[src/rtl/is_uart_rx_fsm.sv]
// UART receiver: oversampled start/data/parity/stop framing with a valid/ack word output.
// Handshake: rx_vld_o is a level that stays high until a cycle with rx_ack_i=1 and no new commit.
module is_uart_rx_fsm #(
  parameter int DATA_W    = 8,
  parameter int OVS       = 16,
  parameter int PAR_EN    = 1,
  parameter int PAR_ODD   = 0,
  parameter int STOP_BITS = 2
) (
  input  logic              clk_i,
  input  logic              rst_i,
  input  logic              uart_ce_i,
  input  logic              rxd_i,
  input  logic              rx_ack_i,
  output logic [DATA_W-1:0] rx_data_o,
  output logic              rx_vld_o,
  output logic              rx_par_err_o,
  output logic              rx_frm_err_o,
  output logic              rx_ovr_o,
  output logic              rx_busy_o,
  output logic              rxct_r_o
);

  localparam int TW = $clog2(OVS);
  localparam int BW = $clog2(DATA_W) + 1;
  localparam logic [TW-1:0] TICK_MID  = TW'(OVS / 2 - 1);
  localparam logic [TW-1:0] TICK_END  = TW'(OVS - 1);
  localparam logic [BW-1:0] BIT_LAST  = BW'(DATA_W - 1);
  localparam logic          STOP_LAST = (STOP_BITS > 1);
  localparam logic          PAR_ODD_B = (PAR_ODD != 0);
  localparam logic          PAR_EN_B  = (PAR_EN != 0);

  typedef enum logic [2:0] {
    S_IDLE  = 3'd0,
    S_START = 3'd1,
    S_DATA  = 3'd2,
    S_PARB  = 3'd3,
    S_STOP  = 3'd4,
    S_WIDL  = 3'd5
  } state_t;

  state_t              r_state, w_state_nxt;
  logic                r_meta, r_rxs;
  logic [TW-1:0]       r_tick, w_tick_nxt;
  logic [BW-1:0]       r_bit, w_bit_nxt;
  logic                r_stop, w_stop_nxt;
  logic [DATA_W-1:0]   r_shift, w_shift_nxt;
  logic                r_par_f, w_par_f_nxt;
  logic                r_frm_f, w_frm_f_nxt;
  logic                w_commit;
  logic                w_tick_end;
  logic                w_frm_now;
  logic                w_vld_nxt;

  logic [DATA_W-1:0]   r_data;
  logic                r_vld, r_par_err, r_frm_err, r_ovr, r_rxct;

  // rxd_i is asynchronous; the preset-to-1 synchronizer keeps an idle line idle through reset.
  always_ff @(posedge clk_i or posedge rst_i) begin
    if (rst_i) begin
      r_meta <= 1'b1;
      r_rxs  <= 1'b1;
    end else begin
      r_meta <= rxd_i;
      r_rxs  <= r_meta;
    end
  end

  assign w_tick_end = (r_tick == TICK_END);
  assign w_frm_now  = r_frm_f | ~r_rxs;

  always_ff @(posedge clk_i or posedge rst_i) begin
    if (rst_i) begin
      r_state <= S_IDLE;
      r_tick  <= '0;
      r_bit   <= '0;
      r_stop  <= 1'b0;
      r_shift <= '0;
      r_par_f <= 1'b0;
      r_frm_f <= 1'b0;
    end else begin
      r_state <= w_state_nxt;
      r_tick  <= w_tick_nxt;
      r_bit   <= w_bit_nxt;
      r_stop  <= w_stop_nxt;
      r_shift <= w_shift_nxt;
      r_par_f <= w_par_f_nxt;
      r_frm_f <= w_frm_f_nxt;
    end
  end

  always_comb begin
    w_state_nxt = r_state;
    w_tick_nxt  = r_tick;
    w_bit_nxt   = r_bit;
    w_stop_nxt  = r_stop;
    w_shift_nxt = r_shift;
    w_par_f_nxt = r_par_f;
    w_frm_f_nxt = r_frm_f;
    w_commit    = 1'b0;
    case (r_state)
      S_IDLE: begin
        if (uart_ce_i && !r_rxs) begin
          w_state_nxt = S_START;
          w_tick_nxt  = '0;
        end
      end
      S_START: begin
        if (uart_ce_i) begin
          if (r_tick == TICK_MID) begin
            // A start bit that is high again by mid-bit is a glitch, not a frame.
            if (!r_rxs) begin
              w_state_nxt = S_DATA;
              w_tick_nxt  = '0;
              w_bit_nxt   = '0;
              w_par_f_nxt = 1'b0;
              w_frm_f_nxt = 1'b0;
            end else begin
              w_state_nxt = S_IDLE;
            end
          end else begin
            w_tick_nxt = r_tick + 1'b1;
          end
        end
      end
      S_DATA: begin
        if (uart_ce_i) begin
          if (w_tick_end) begin
            w_shift_nxt = {r_rxs, r_shift[DATA_W-1:1]};
            w_tick_nxt  = '0;
            if (r_bit == BIT_LAST) begin
              w_state_nxt = PAR_EN_B ? S_PARB : S_STOP;
              w_stop_nxt  = 1'b0;
            end else begin
              w_bit_nxt = r_bit + 1'b1;
            end
          end else begin
            w_tick_nxt = r_tick + 1'b1;
          end
        end
      end
      S_PARB: begin
        if (uart_ce_i) begin
          if (w_tick_end) begin
            w_par_f_nxt = r_rxs != ((^r_shift) ^ PAR_ODD_B);
            w_state_nxt = S_STOP;
            w_stop_nxt  = 1'b0;
            w_tick_nxt  = '0;
          end else begin
            w_tick_nxt = r_tick + 1'b1;
          end
        end
      end
      S_STOP: begin
        if (uart_ce_i) begin
          if (w_tick_end) begin
            w_tick_nxt  = '0;
            w_frm_f_nxt = w_frm_now;
            if (r_stop == STOP_LAST) begin
              w_commit    = 1'b1;
              w_state_nxt = w_frm_now ? S_WIDL : S_IDLE;
            end else begin
              w_stop_nxt = 1'b1;
            end
          end else begin
            w_tick_nxt = r_tick + 1'b1;
          end
        end
      end
      S_WIDL: begin
        // A held-low line (break) must go high before another start bit is accepted.
        if (uart_ce_i && r_rxs) begin
          w_state_nxt = S_IDLE;
        end
      end
      default: begin
        w_state_nxt = S_IDLE;
      end
    endcase
  end

  // Ack in the commit cycle consumes the old word, so it cannot cause an overrun.
  assign w_vld_nxt = w_commit | (r_vld & ~rx_ack_i);

  always_ff @(posedge clk_i or posedge rst_i) begin
    if (rst_i) begin
      r_data    <= '0;
      r_vld     <= 1'b0;
      r_par_err <= 1'b0;
      r_frm_err <= 1'b0;
      r_ovr     <= 1'b0;
      r_rxct    <= 1'b1;
    end else begin
      r_rxct <= w_vld_nxt;
      if (w_commit) begin
        r_data    <= r_shift;
        r_vld     <= 1'b1;
        r_par_err <= w_par_f_nxt;
        r_frm_err <= w_frm_f_nxt;
        r_ovr     <= r_vld & ~rx_ack_i;
      end else if (rx_ack_i && r_vld) begin
        r_vld     <= 1'b0;
        r_par_err <= 1'b0;
        r_frm_err <= 1'b0;
        r_ovr     <= 1'b0;
      end
    end
  end

  assign rx_data_o    = r_data;
  assign rx_vld_o     = r_vld;
  assign rx_par_err_o = r_par_err;
  assign rx_frm_err_o = r_frm_err;
  assign rx_ovr_o     = r_ovr;
  assign rx_busy_o    = (r_state != S_IDLE);
  assign rxct_r_o     = r_rxct;

endmodule
[config.mk]
export PLATFORM = sky130hd
export DESIGN_NAME = is_uart_rx_fsm
export DESIGN_NICKNAME = d
export VERILOG_FILES = /design/src/rtl/is_uart_rx_fsm.sv
export SDC_FILE = /design/constraint.sdc
export NUM_CORES = 1
export LEC_CHECK = 0
export CORE_ASPECT_RATIO = 1.75
export CORE_MARGIN = 10
export CORE_UTILIZATION = 52
export CTS_CLUSTER_DIAMETER = 150
export DETAILED_ROUTE_END_ITERATION = 8
export GPL_TIMING_DRIVEN = 0
export PLACE_DENSITY = 0.84
export SYNTH_ARGS = -nofsm -noshare
export SYNTH_HDL_FRONTEND = slang
export SYNTH_SLANG_ARGS = --single-unit
export TNS_END_PERCENT = 10
[constraint.sdc]
create_clock -name clk_i -period 2.45 [get_ports clk_i]
set_clock_uncertainty 0.2 [all_clocks]
set_input_delay 0.3675 -clock clk_i [delete_from_list [all_inputs] [get_ports clk_i]]
set_output_delay 0.3675 -clock clk_i [all_outputs]
set_load 0.005 [all_outputs]
==> impl_metrics.toml, run 1 <==
[critical_path]
worst_path_largest_cell_delay_ps = 450
required_ps = 1880
path_class = "flop to output port"
worst_r2r_path_depth = 6
setup.worst_path.end_class = "output port"
worst_ep_arrival_time_ps = 1610
cp_slowest_cell = "dfrtp_1"
worst_setup_path_start_kind = "flop"
r2r-start = "r_tick[0]"
crit-reg2reg-capture = "r_tick[0]"
setup.worst_path.end = "rx_busy_o"
critPathMaxFanout = 5
critPathLaunch = "r_state[2]"
timing.critical_path.cells = "or3_4, clkdlybuf4s50_1"
regToRegSetupSlack_ps = 360

[floorplan]
num_rows = 28
initial_core_util_pct = 54.3
core_um2 = 3400
num_io_pins = 19
design.die.area_um2 = 6420
die_width_um = 65.0
die_h_um = 98.8

[global_routing]
grt_use_total_pct = 12.0
global_route_wire_length_before_repair_mm = 6.10
first_global_vias = 1404
overflow = 0
grt_antenna_before_repair = 0
grt_max_degree = 38

[route]
drc = 0
route.vias.total = 1288
drtAntennaViolNets = 0
drt-wirelength-per-cell_um = 16.3
firstDrtPassIters = 4
number_of_drc_markers_in_iteration_0 = 27
routed_wire_length_mm = 3.68
post_drt_via_cell_ratio = 5.72

[sta]
post-route-period-util_pct = 88.9
final.setup.worst_slack_ps = 272
finalWorstPathRequiredPeriod_ps = 2180
finalSetupTns_ps = 0
grt_setup_unrepaired = "no"
tightest_slew_ps = 733
setup_viol = 0
report.final.hold_viol_count = 0
final-max-slew-violation-count = 0
timing.slew.headroom_pct = 51.1
max_freq_mhz = 459

[placed_design]
port-buffer-count = 18
post-place-cells = 217
detail_placement_hpwl_mm = 2.76
placement_stage_worst_setup_slack_ps = 13.2
place_congestion = 0.850

[synthesis]
syn-cell-area_um2 = 1840
synthDistinctLibCells = 46
synth_sequential_area_ratio_pct = 50.4
postSynth.asyncResetShare_pct = 100
synthCells = 154
ys_seq_elements = 37
ys.flop_type = "dfrtp_1"
synth.yosys.warnings = 0
synth_edf_count = 0
synth.net_count = 161
synth_area_per_cell_um2 = 12.0

[min_path]
hold_path_class = "flop to flop"

[clock_tree]
cts_hold_repair.buffers = 0
postCtsSetupRepairBufs = 0
cts_inserted_buffers = 5
path_clk_slew_ps = 70
cts.repair.resized = 0
tritoncts = "yes"
worst_case_clock_buffer_depth = 2
numClockSinks = 37
ctsHtreeMaxLevel = 2
clkLatencyLatePin_ps = 300
cts_root_buf = "clkbuf_8"

[layout]
utilization_pct = 63.9
fillers = 276
finish.net_count = 186
insertedDiodeCount = 0
layoutNonFillerInstCount = 225
layout_commonest_cell = "dfrtp_1"
share_of_cells_above_drive_strength_1_pct = 23.3
area_growth_pct = 17.7
most-common-layout-cells = "34 x dfrtp_1, 18 x clkdlybuf4s50_1, 13 x mux2_2"

[run]
max_cap_viol_count = 0

[status]
status = "finished, final reports clean"

[power]
power.density_nw_per_um2 = 804
power.ir.vdd_worst_v = 0.000576
power_leakage_uw = 0.000957
## routing by layer
metal  vias up  track usage (%)  wire (um)
li1        595                -          -
met1       651             11.0       1330
met2        27             20.4       2020
met3        15             4.65        188
met4         0             9.27        141
met5         -                0          0
## cell families (layout without fill, tap and decap cells)
kind of cell	after synthesis	after routing	share of synthesized area, %
compound gates	29	29	11.1
simple gates	45	45	16.5
xor+xnor	11	11	5.22
fa+ha+maj	2	2	1.36
flops	37	37	50.4
mux	20	20	12.6
buf+inv	10	36	2.85
## stage by stage
step                      hold WS [ps]  cell area, um^2  power, uW
final                              157             2170       1750
after global routing               162             2170       1840
after CTS                          159             2170       1760
after detailed placement           149             2080       1330
after global placement             148             2080       1290
after floorplan                    145             1840       1160
## flip-flops by register name (all words and copies together), names as in the netlist, 3 cells and up
name	flops
r_bit	4
r_shift	8
r_state	3
r_tick	4
rx_data_o	8
## critical path, delay by kind of cell, from the launching register on
kind          cells  cell delay, ps
simple gates      1             410
flops             1             450
buf+inv           1             450
## area by class of cell
class                           instances  area [um^2]  share of cell area (%)
Sequential cell                        37          930                    42.8
Inverter                                5         18.8                   0.865
Tap cell                               45         56.3                    2.59
Buffer                                  5         33.8                    1.56
Multi-Input combinational cell        107          862                    39.7
Clock buffer                            8         90.1                    4.15
Timing Repair Buffer                   18          180                    8.30
## Yosys cell counts (all sizes together) (2+ instances only)
cell    count  area (um^2)
nand3       2         10.0
xnor2       8         70.1
mux2       17          203
a21oi       3         15.0
ha          2         25.0
nand2       8         32.5
mux2i       3         30.0
nor2       11         43.8
dfrtp      34          851
o21a        2         16.3
inv         5         18.8
buf         4         28.8
xor2        3         26.3
o211ai      2         15.0
a22o        3         26.3
nand4       5         61.3
nor3        5         41.3
o21ai      13         65.1
dfstp       3         78.8
nand2b      4         25.0
nor2b       3         18.8
## worst min path at each step
stage | startpoint | to | slack [ps] | cells past startpoint
global placement | r_meta | r_rxs | 150 | 0
floorplan | r_meta | r_rxs | 150 | 0
finish | r_meta | r_rxs | 160 | 0
detailed placement | r_meta | r_rxs | 150 | 0
CTS | r_meta | r_rxs | 160 | 0
global route | r_meta | r_rxs | 160 | 0
## report_power, final
part / internal, uW / total [uW] / switching [uW]
Clock: 229 / 434 / 205
Combinational: 271 / 547 / 275
Sequential: 689 / 765 / 76.1
No activity file was read; power rests on OpenSTA's default activity.
==> run 2, diff against run 1 <==
Settings changed: CORE_MARGIN 10 to 8.
==> run 2 against run 1 <==
Worst setup slack better by 16 ps. Power up 1.6%. Final cell count unchanged. Core utilization up 0.33 points. Worst hold slack better by 2.1 ps. Fmax up 0.73%. Global-route usage up 2.1 points. Combinational power about the same. Critical path depth unchanged. Critical endpoint unchanged.
==> impl_metrics.toml, run 2 (synthesized netlist as in run 1, its figures left out) <==
[status]
status = "finished, final reports clean"

[min_path]
worst_hold_startpoint = "r_meta"
hold_path_class = "flop to flop"
hold-path-cell-count = 0
whs_endpoint = "r_rxs"

[layout]
share_of_cells_above_drive_strength_1_pct = 24.4
utilization_pct = 64.2
multi_input_area_um2 = 862
layout_commonest_cell = "dfrtp_1"
register_area_um2 = 930
fillers = 279
final_design_area_no_fill_um2 = 2180
insertedDiodeCount = 0
most-common-layout-cells = "34 x dfrtp_1, 18 x clkdlybuf4s50_1, 13 x mux2_2"
area_growth_pct = 18.3
finish.net_count = 186

[route]
firstDrtPassIters = 4
number_of_drc_markers_in_iteration_0 = 22
post_drt_via_cell_ratio = 5.71
drc = 0
route.vias.total = 1285
drt-wirelength-per-cell_um = 15.9
routed_wire_length_mm = 3.58
drtAntennaViolNets = 0

[sta]
final.setup.worst_slack_ps = 288
post-route-period-util_pct = 88.2
max_freq_mhz = 463
report.final.hold_viol_count = 0
finalWorstPathRequiredPeriod_ps = 2160
grt_setup_unrepaired = "no"
timing.slew.headroom_pct = 50.7
tightest_slew_ps = 738
setup_viol = 0
finalSetupTns_ps = 0
final-max-slew-violation-count = 0

[critical_path]
critPathMaxFanout = 5
worst_path_largest_cell_delay_ps = 450
path_class = "flop to output port"
setup.worst_path.end_class = "output port"
r2r-start = "r_tick[1]"
cp_slowest_cell = "dfrtp_1"
worst_r2r_path_depth = 6
worst_ep_arrival_time_ps = 1590
required_ps = 1880
worst_setup_path_start_kind = "flop"
timing.critical_path.cells = "or3_4, clkdlybuf4s50_1"
crit-reg2reg-capture = "r_tick[0]"
regToRegSetupSlack_ps = 370

[floorplan]
die_h_um = 94.8
num_io_pins = 19
design.die.area_um2 = 5780
initial_core_util_pct = 54.3
num_rows = 28
core_um2 = 3400
die_width_um = 61.0

[clock_tree]
path_clk_slew_ps = 70
numClockSinks = 37
cts_hold_repair.buffers = 0
cts_inserted_buffers = 5
postCtsSetupRepairBufs = 0
cts.repair.resized = 0
cts_root_buf = "clkbuf_8"
ctsHtreeMaxLevel = 2
tritoncts = "yes"
clkLatencyLatePin_ps = 290
worst_case_clock_buffer_depth = 2

[global_routing]
grt_max_degree = 38
global_route_wire_length_before_repair_mm = 6.18
grt_use_total_pct = 14.1
grt_antenna_before_repair = 0
overflow = 0
first_global_vias = 1367

[power]
power.ir.vdd_worst_v = 0.000608
power.density_nw_per_um2 = 813
design_power_total_uw = 1770
power_leakage_uw = 0.000966

[placed_design]
dpl-instance-area_um2 = 2080
placement_stage_worst_setup_slack_ps = 28.3
place_congestion = 0.833
detail_placement_hpwl_mm = 2.64
port-buffer-count = 18

[run]
max_cap_viol_count = 0
==> run 2: cell types whose count changed in the layout (fill, tap and decap cells not counted), sizes merged <==
cell	change
clkinv	+1
clkbuf	-1
==> run 2: per-stage QoR <==
| step | hold WS [ps] | instances |
|---|---|---|
| final | 159 | 225 |
| after global routing | 164 | 225 |
| after CTS | 161 | 225 |
| after detailed placement | 152 | 217 |
| after global placement | 148 | 217 |
| after floorplan | 145 | 154 |
==> run 2: worst max-delay path by stage <==
stage / start / to / slack [ps] / depth (start not counted)
6_report: r_state[2] / rx_busy_o / 290 / 2
5_1_grt: r_state[2] / rx_busy_o / 230 / 2
3_5_place_dp: uart_ce_i / rx_data_o[5] / 30 / 5
3_3_place_gp: uart_ce_i / rx_data_o[5] / 50 / 5
2_1_floorplan: r_tick[0] / r_tick[0] / 550 / 6
4_1_cts: r_state[2] / rx_busy_o / 270 / 2
==> run 2: report_power, final <==
part,switching (uW),internal [uW],total [uW]
sequential,78.1,689,767
clock,210,254,464
combinational,273,270,544
total,561,1210,1770
==> run 2: final cells by class <==
| type | instances | share of cell area [%] |
|---|---|---|
| buffer | 5 | 1.55 |
| clock buffer | 7 | 4.42 |
| clock inverter | 1 | 0.229 |
| inverter | 5 | 0.860 |
| multi-input combinational | 107 | 39.5 |
| sequential | 37 | 42.6 |
| tap | 45 | 2.58 |
| timing repair buffer | 18 | 8.26 |
==> run 2: layer usage <==
| metal | GRT usage, % | up-vias | wire length (um) |
|---|---|---|---|
| met5 | 0 | - | 0 |
| met4 | 8.02 | 0 | 117 |
| met3 | 3.81 | 10 | 126 |
| met2 | 24.6 | 25 | 1940 |
| met1 | 14.3 | 657 | 1390 |
| li1 | - | 593 | - |
==> run 2: critical path: cells and delay by family, from the launching register on <==
family	cells	cell delay (ps)
DFF	1	450
buffers and inverters	1	450
and+or+nand+nor	1	410
==> RTL edit 1, RTL diff (config.mk and constraints of run 2) <==
Encoding of `state_t`: now Gray code (3 bits for 6 states).
--- a/src/rtl/is_uart_rx_fsm.sv
+++ b/src/rtl/is_uart_rx_fsm.sv
@@ -33,8 +33,8 @@
   typedef enum logic [2:0] {
-    S_IDLE  = 3'd0,
-    S_START = 3'd1,
-    S_DATA  = 3'd2,
-    S_PARB  = 3'd3,
-    S_STOP  = 3'd4,
-    S_WIDL  = 3'd5
+    S_IDLE  = 3'b000,
+    S_START = 3'b001,
+    S_DATA  = 3'b011,
+    S_PARB  = 3'b010,
+    S_STOP  = 3'b110,
+    S_WIDL  = 3'b111
   } state_t;
Behaviour: same outputs for any inputs over 10 cycles, from zero or initial values and one cycle with rst_i high; not proved beyond that.
==> RTL edit 1 against run 2 <==
Clock power barely moved; die area rose by 3.7%; sequential cell count did not move; highest routed layer unchanged; setup slack got worse by 210 ps; sequential share of layout area fell by 2.1 points; wire length rose by 7.7%; cell area rose by 5.3%; global-route usage rose by 0.71 points; largest cell class unchanged; utilization fell by 0.26 points; total power rose by 7.5%; area after synthesis rose by 4.7%.
==> RTL edit 1: results (changes against run 2) <==
## Status
• **status** completed

## Detailed routing
• **wire length per cell after detailed routing** 15.0 um, -5.3%
• **sum of routed wire segments on met1** 1470 um, +5.5%
• **Initial DRC Count** 36, +64%
• **detailed-route via count** 1,403, +9.2%
• **wire length on met2** 2060 um, +6.2%

## Logic synthesis
• **cell types with the highest counts after synthesis** sky130_fd_sc_hd__nand2_1 (35), sky130_fd_sc_hd__dfrtp_1 (34), sky130_fd_sc_hd__nor2_1 (13)
• **top area cells in the synthesized netlist** sky130_fd_sc_hd__dfrtp_1 (44%), sky130_fd_sc_hd__nand2_1 (6.8%), sky130_fd_sc_hd__mux2_2 (4.7%)

## Placement
• **Placed Cells** 248, +14%
• **Placement Cell Area** 0.00220 mm^2, +5.5%
• **Post-DP HPWL** 2920 um, +11%
• **Final GP Congestion** 0.827, -0.65%

## STA
• **transition time at the pin with the least slew margin** 638 ps, -99.6 ps

## GRT
• **via count of the first global-routing pass** 1,513, +11%
• **maximum number of pins on one net before global-route repair** 25, -34%
• **global-route wire length before repair** 6880 um, +11%

## Finish
• **net total in the final layout** 216, +16%
• **number of standard cells in the final layout excluding fillers** 256, +14%
• **total of fill cells in the finished design** 282, +1.1%
• **share of final-layout standard cells stronger than drive strength 1** 22.9%, -1.6 points

## Critical path
• **top cell family by delay on the critical path** buffers and inverters
• **highest fanout seen on the critical path** 10, +5
• **largest stage delay on the critical path** 470 ps, +20 ps
• **data arrival time of the critical path** 1800 ps, +210 ps
• **minimum setup slack among reg-to-reg paths** 470 ps, +100 ps
• **Crit Reg-Reg Startpoint** r_tick[0]$_DFFE_PP0P_

## Pwr
• **maximum vdd drop** 0.574 mV, -5.7%
• **P_leak** 1.05 nW, +8.4%

## Die
• **die extent in x** 62.1 um, +1.7%

-- RTL edit 1: layout make-up --
class	instances	area [um^2]	share of cell area, %
inverters	6	22.5	0.980
well taps	46	57.6	2.51
clock inverters	1	5.00	0.218
repair buffers	19	208	9.04
clock buffers	7	96.3	4.19
multi-input cells	133	917	39.9
flip-flops and latches	37	930	40.5
plain buffers	7	61.3	2.67
-- RTL edit 1: final timing paths --
check                                           end  depth (start not counted)
hold / removal                      r_rxs$_DFF_PP1_                          0
setup reg to reg             r_shift[5]$_DFFE_PP0P_                          5
min in group asynchronous    r_state[2]$_DFFE_PP0P_                          2
hold reg to reg                     r_rxs$_DFF_PP1_                          0
setup / recovery                          rx_busy_o                          3
max in group asynchronous  rx_data_o[0]$_DFFE_PP0P_                          3
-- RTL edit 1: logic make-up after synthesis --
group           count (synthesis)  synth area share, %
compound gates                 30                 12.8
xor+xnor                       12                 5.44
fa+ha+maj                       2                 1.30
buf+inv                        13                 4.34
flops                          37                 48.2
mux                            10                 5.70
simple gates                   79                 22.2
-- RTL edit 1: power by group --
group	leakage [nW]	switching (W)	internal, W	total [W]
clock	0.0542	0.000210	0.000254	0.000464
combinational	0.498	0.000388	0.000305	0.000693
sequential	0.495	0.0000748	0.000675	0.000750
total	1.05	0.000673	0.00123	0.00191
-- RTL edit 1: through the flow --
step,setup slack (ps),power [W]
2_1_floorplan,650,0.00131
3_3_place_gp,213,0.00142
3_5_place_dp,186,0.00146
4_1_cts,74.4,0.00193
5_1_grt,46.0,0.00202
6_report,81.6,0.00191
-- RTL edit 1: metal layers --
metal | global-route usage [%] | up-vias
met5 | 0 | -
met1 | 14.9 | 681
met3 | 3.45 | 17
met2 | 24.9 | 30
met4 | 10.1 | 0
li1 | - | 675
==> RTL edit 2, RTL diff (settings of run 2) <==
Without the edit above. The parameter `PAR_EN` goes from 1 to 0.
--- a/src/rtl/is_uart_rx_fsm.sv
+++ b/src/rtl/is_uart_rx_fsm.sv
@@ -5,3 +5,3 @@
   parameter int OVS       = 16,
-  parameter int PAR_EN    = 1,
+  parameter int PAR_EN    = 0,
   parameter int PAR_ODD   = 0,
Function: no difference found for any inputs over 10 cycles, from zero or initial values and one cycle with rst_i high; that may be too few to reach the edited logic, so the function may still have changed.
==> RTL edit 2 against run 2 <==
Clock power is 20% higher; first-iteration DRC count is 14% lower; area after synthesis is 2.6% lower; die area is 2.0% lower; cell area is 1.3% lower; wire length is 3.0% higher; setup slack worse by 160 ps; count of clock-buffer cells in the layout is 1 lower; total power is 13% lower; via count is 1.5% higher; final cell count is 4.0% higher; sequential cell count stayed put; largest cell class unchanged.
==> RTL edit 2: results (changes against run 2) <==
## Status
• **status** completed

## GRT
• **global-route wire length before repair** 6350 um, +2.9%
• **via count of the first global-routing pass** 1,406, +2.9%
• **Total GRT Usage** 14.9%, +0.80 points
• **maximum number of pins on one net before global-route repair** 38, unchanged
• **antenna violations before repair** 0, unchanged

## Finish
• **share of final-layout standard cells stronger than drive strength 1** 18.5%, -5.9 points
• **antenna cell count** 0, unchanged
• **net total in the final layout** 195, +4.8%
• **total of fill cells in the finished design** 272, -2.5%

## Logic synthesis
• **syn_nets** 171, +6.2%
• **proportion of synthesized chip area in sequential cells** 51.7%, +1.3 points
• **cell types with the highest counts after synthesis** sky130_fd_sc_hd__dfrtp_1 (34), sky130_fd_sc_hd__mux2_2 (15), sky130_fd_sc_hd__nor2_1 (15)
• **top area cells in the synthesized netlist** sky130_fd_sc_hd__dfrtp_1 (47%), sky130_fd_sc_hd__mux2_2 (9.4%), sky130_fd_sc_hd__dfstp_2 (4.4%)
• **count of yosys warnings during synthesis** 0, unchanged
• **Async S/R FF share, synth** 100%, unchanged
• **number of different library cells in the post-synthesis netlist** 40, -13%

## Pwr
• **maximum vdd drop** 0.529 mV, -13%
• **P_leak** 0.971 nW, +0.57%

## Clock tree
• **deepest level of the CTS H-tree** 2, unchanged
• **Clk Latency, worst-skew pair** 300 ps
• **maximum buffer depth of the clock tree** 2, unchanged
• **Clock Root Buffer** sky130_fd_sc_hd__clkbuf_8
• **post-CTS clock slew at the launch and capture registers of the worst setup and hold paths** 80 ps
• **Num CTS Buffers** 5, unchanged
• **Post-CTS Repair Setup Buffers** 0, unchanged

## Critical path
• **data arrival time of the critical path** 2300 ps, +710 ps
• **largest stage delay on the critical path** 560 ps, +110 ps
• **worst-path cell with the longest stage delay** sky130_fd_sc_hd__or4b_4
• **highest fanout seen on the critical path** 7, +2

## Detailed routing
• **wire length per cell after detailed routing** 15.7 um, -0.91%
• **Pre-Repair DR Iteration Count** 4, unchanged
• **Initial DRC Count** 19, -14%
• **detailed-route via count** 1,304, +1.5%

## Hold path
• **class of the most critical hold timing path** reg2reg

## Placement
• **Buffers on Ports** 18, unchanged
• **Final GP Congestion** 0.832, about the same
• **Post-DP HPWL** 2730 um, +3.4%

## STA
• **TNS Setup** 0 ps, unchanged
• **transition time at the pin with the least slew margin** 747 ps, +9.42 ps
• **number of pins with negative max-slew slack in the final report** 0, unchanged

RTL edit 2: worst max-delay path, delay by kind of cell, from the launching register on:
kind                     cells  cell delay [ps]
AO/OA/AOI/OAI                1              200
adder cells (fa/ha/maj)      1              310
flip-flops                   1              390
multiplexers                 1              340
AND/OR/NAND/NOR              2              760
RTL edit 2: metrics by stage:
step	area [um^2]	std cells	power, W	worst slack [ps]	hold slack [ps]
final	2150	234	0.00154	124	161
after global routing	2150	234	0.00161	59.5	165
after CTS	2150	235	0.00155	19.6	165
after detailed placement	2030	227	0.000990	-239	150
after global placement	2030	227	0.000968	-157	147
after floorplan	1800	164	0.000904	321	145
RTL edit 2: power by group:
group / internal (W) / leakage, nW / switching (W)
Clock: 0.000331 / 0.0574 / 0.000225
Sequential: 0.000652 / 0.494 / 0.0000546
Combinational: 0.000127 / 0.420 / 0.000146
Total: 0.00111 / 0.971 / 0.000426
RTL edit 2: area by class of cell:
class,count,area share (%)
tap,45,2.61
clock inverter,2,1.74
timing repair buffer,18,8.36
inverter,9,1.57
buffer,4,0.755
multi-input combinational,113,38.0
clock buffer,6,3.83
sequential,37,43.1
RTL edit 2: kinds of logic after synthesis:
kind of cell	after synthesis	share of synthesized area [%]
simple gates	47	14.4
buf+inv	14	2.99
fa+ha+maj	2	1.39
compound gates	35	12.8
mux	18	11.3
flops	37	51.7
xor+xnor	11	5.36
RTL edit 2: worst paths after layout:
| path | start | to | slack [ps] | cells past startpoint |
|---|---|---|---|---|
| worst min register to register | r_meta$_DFF_PP1_ | r_rxs$_DFF_PP1_ | 160 | 0 |
| min in group asynchronous | rst_i | r_tick[1]$_DFFE_PP0P_ | 320 | 2 |
| max in group asynchronous | rst_i | r_bit[1]$_DFFE_PP0P_ | 1250 | 2 |
| worst min-delay path | r_meta$_DFF_PP1_ | r_rxs$_DFF_PP1_ | 160 | 0 |
| worst max register to register | r_tick[1]$_DFFE_PP0P_ | r_bit[0]$_DFFE_PP0P_ | 120 | 5 |
| worst max-delay path | r_tick[1]$_DFFE_PP0P_ | r_bit[0]$_DFFE_PP0P_ | 120 | 5 |
RTL edit 2: what timing repair did:
action,CTS,global route
resized for setup,0,1
endpoints found under the setup margin,0,5
hold buffers,0,0
RTL edit 2: layer usage:
layer | routed length (um) | GRT usage [%] | vias up
met3 | 155 | 4.12 | 9
met2 | 2150 | 27.4 | 24
li1 | - | - | 624
met1 | 1280 | 14.0 | 647
met5 | 0 | 0 | -
met4 | 98 | 7.83 | 0
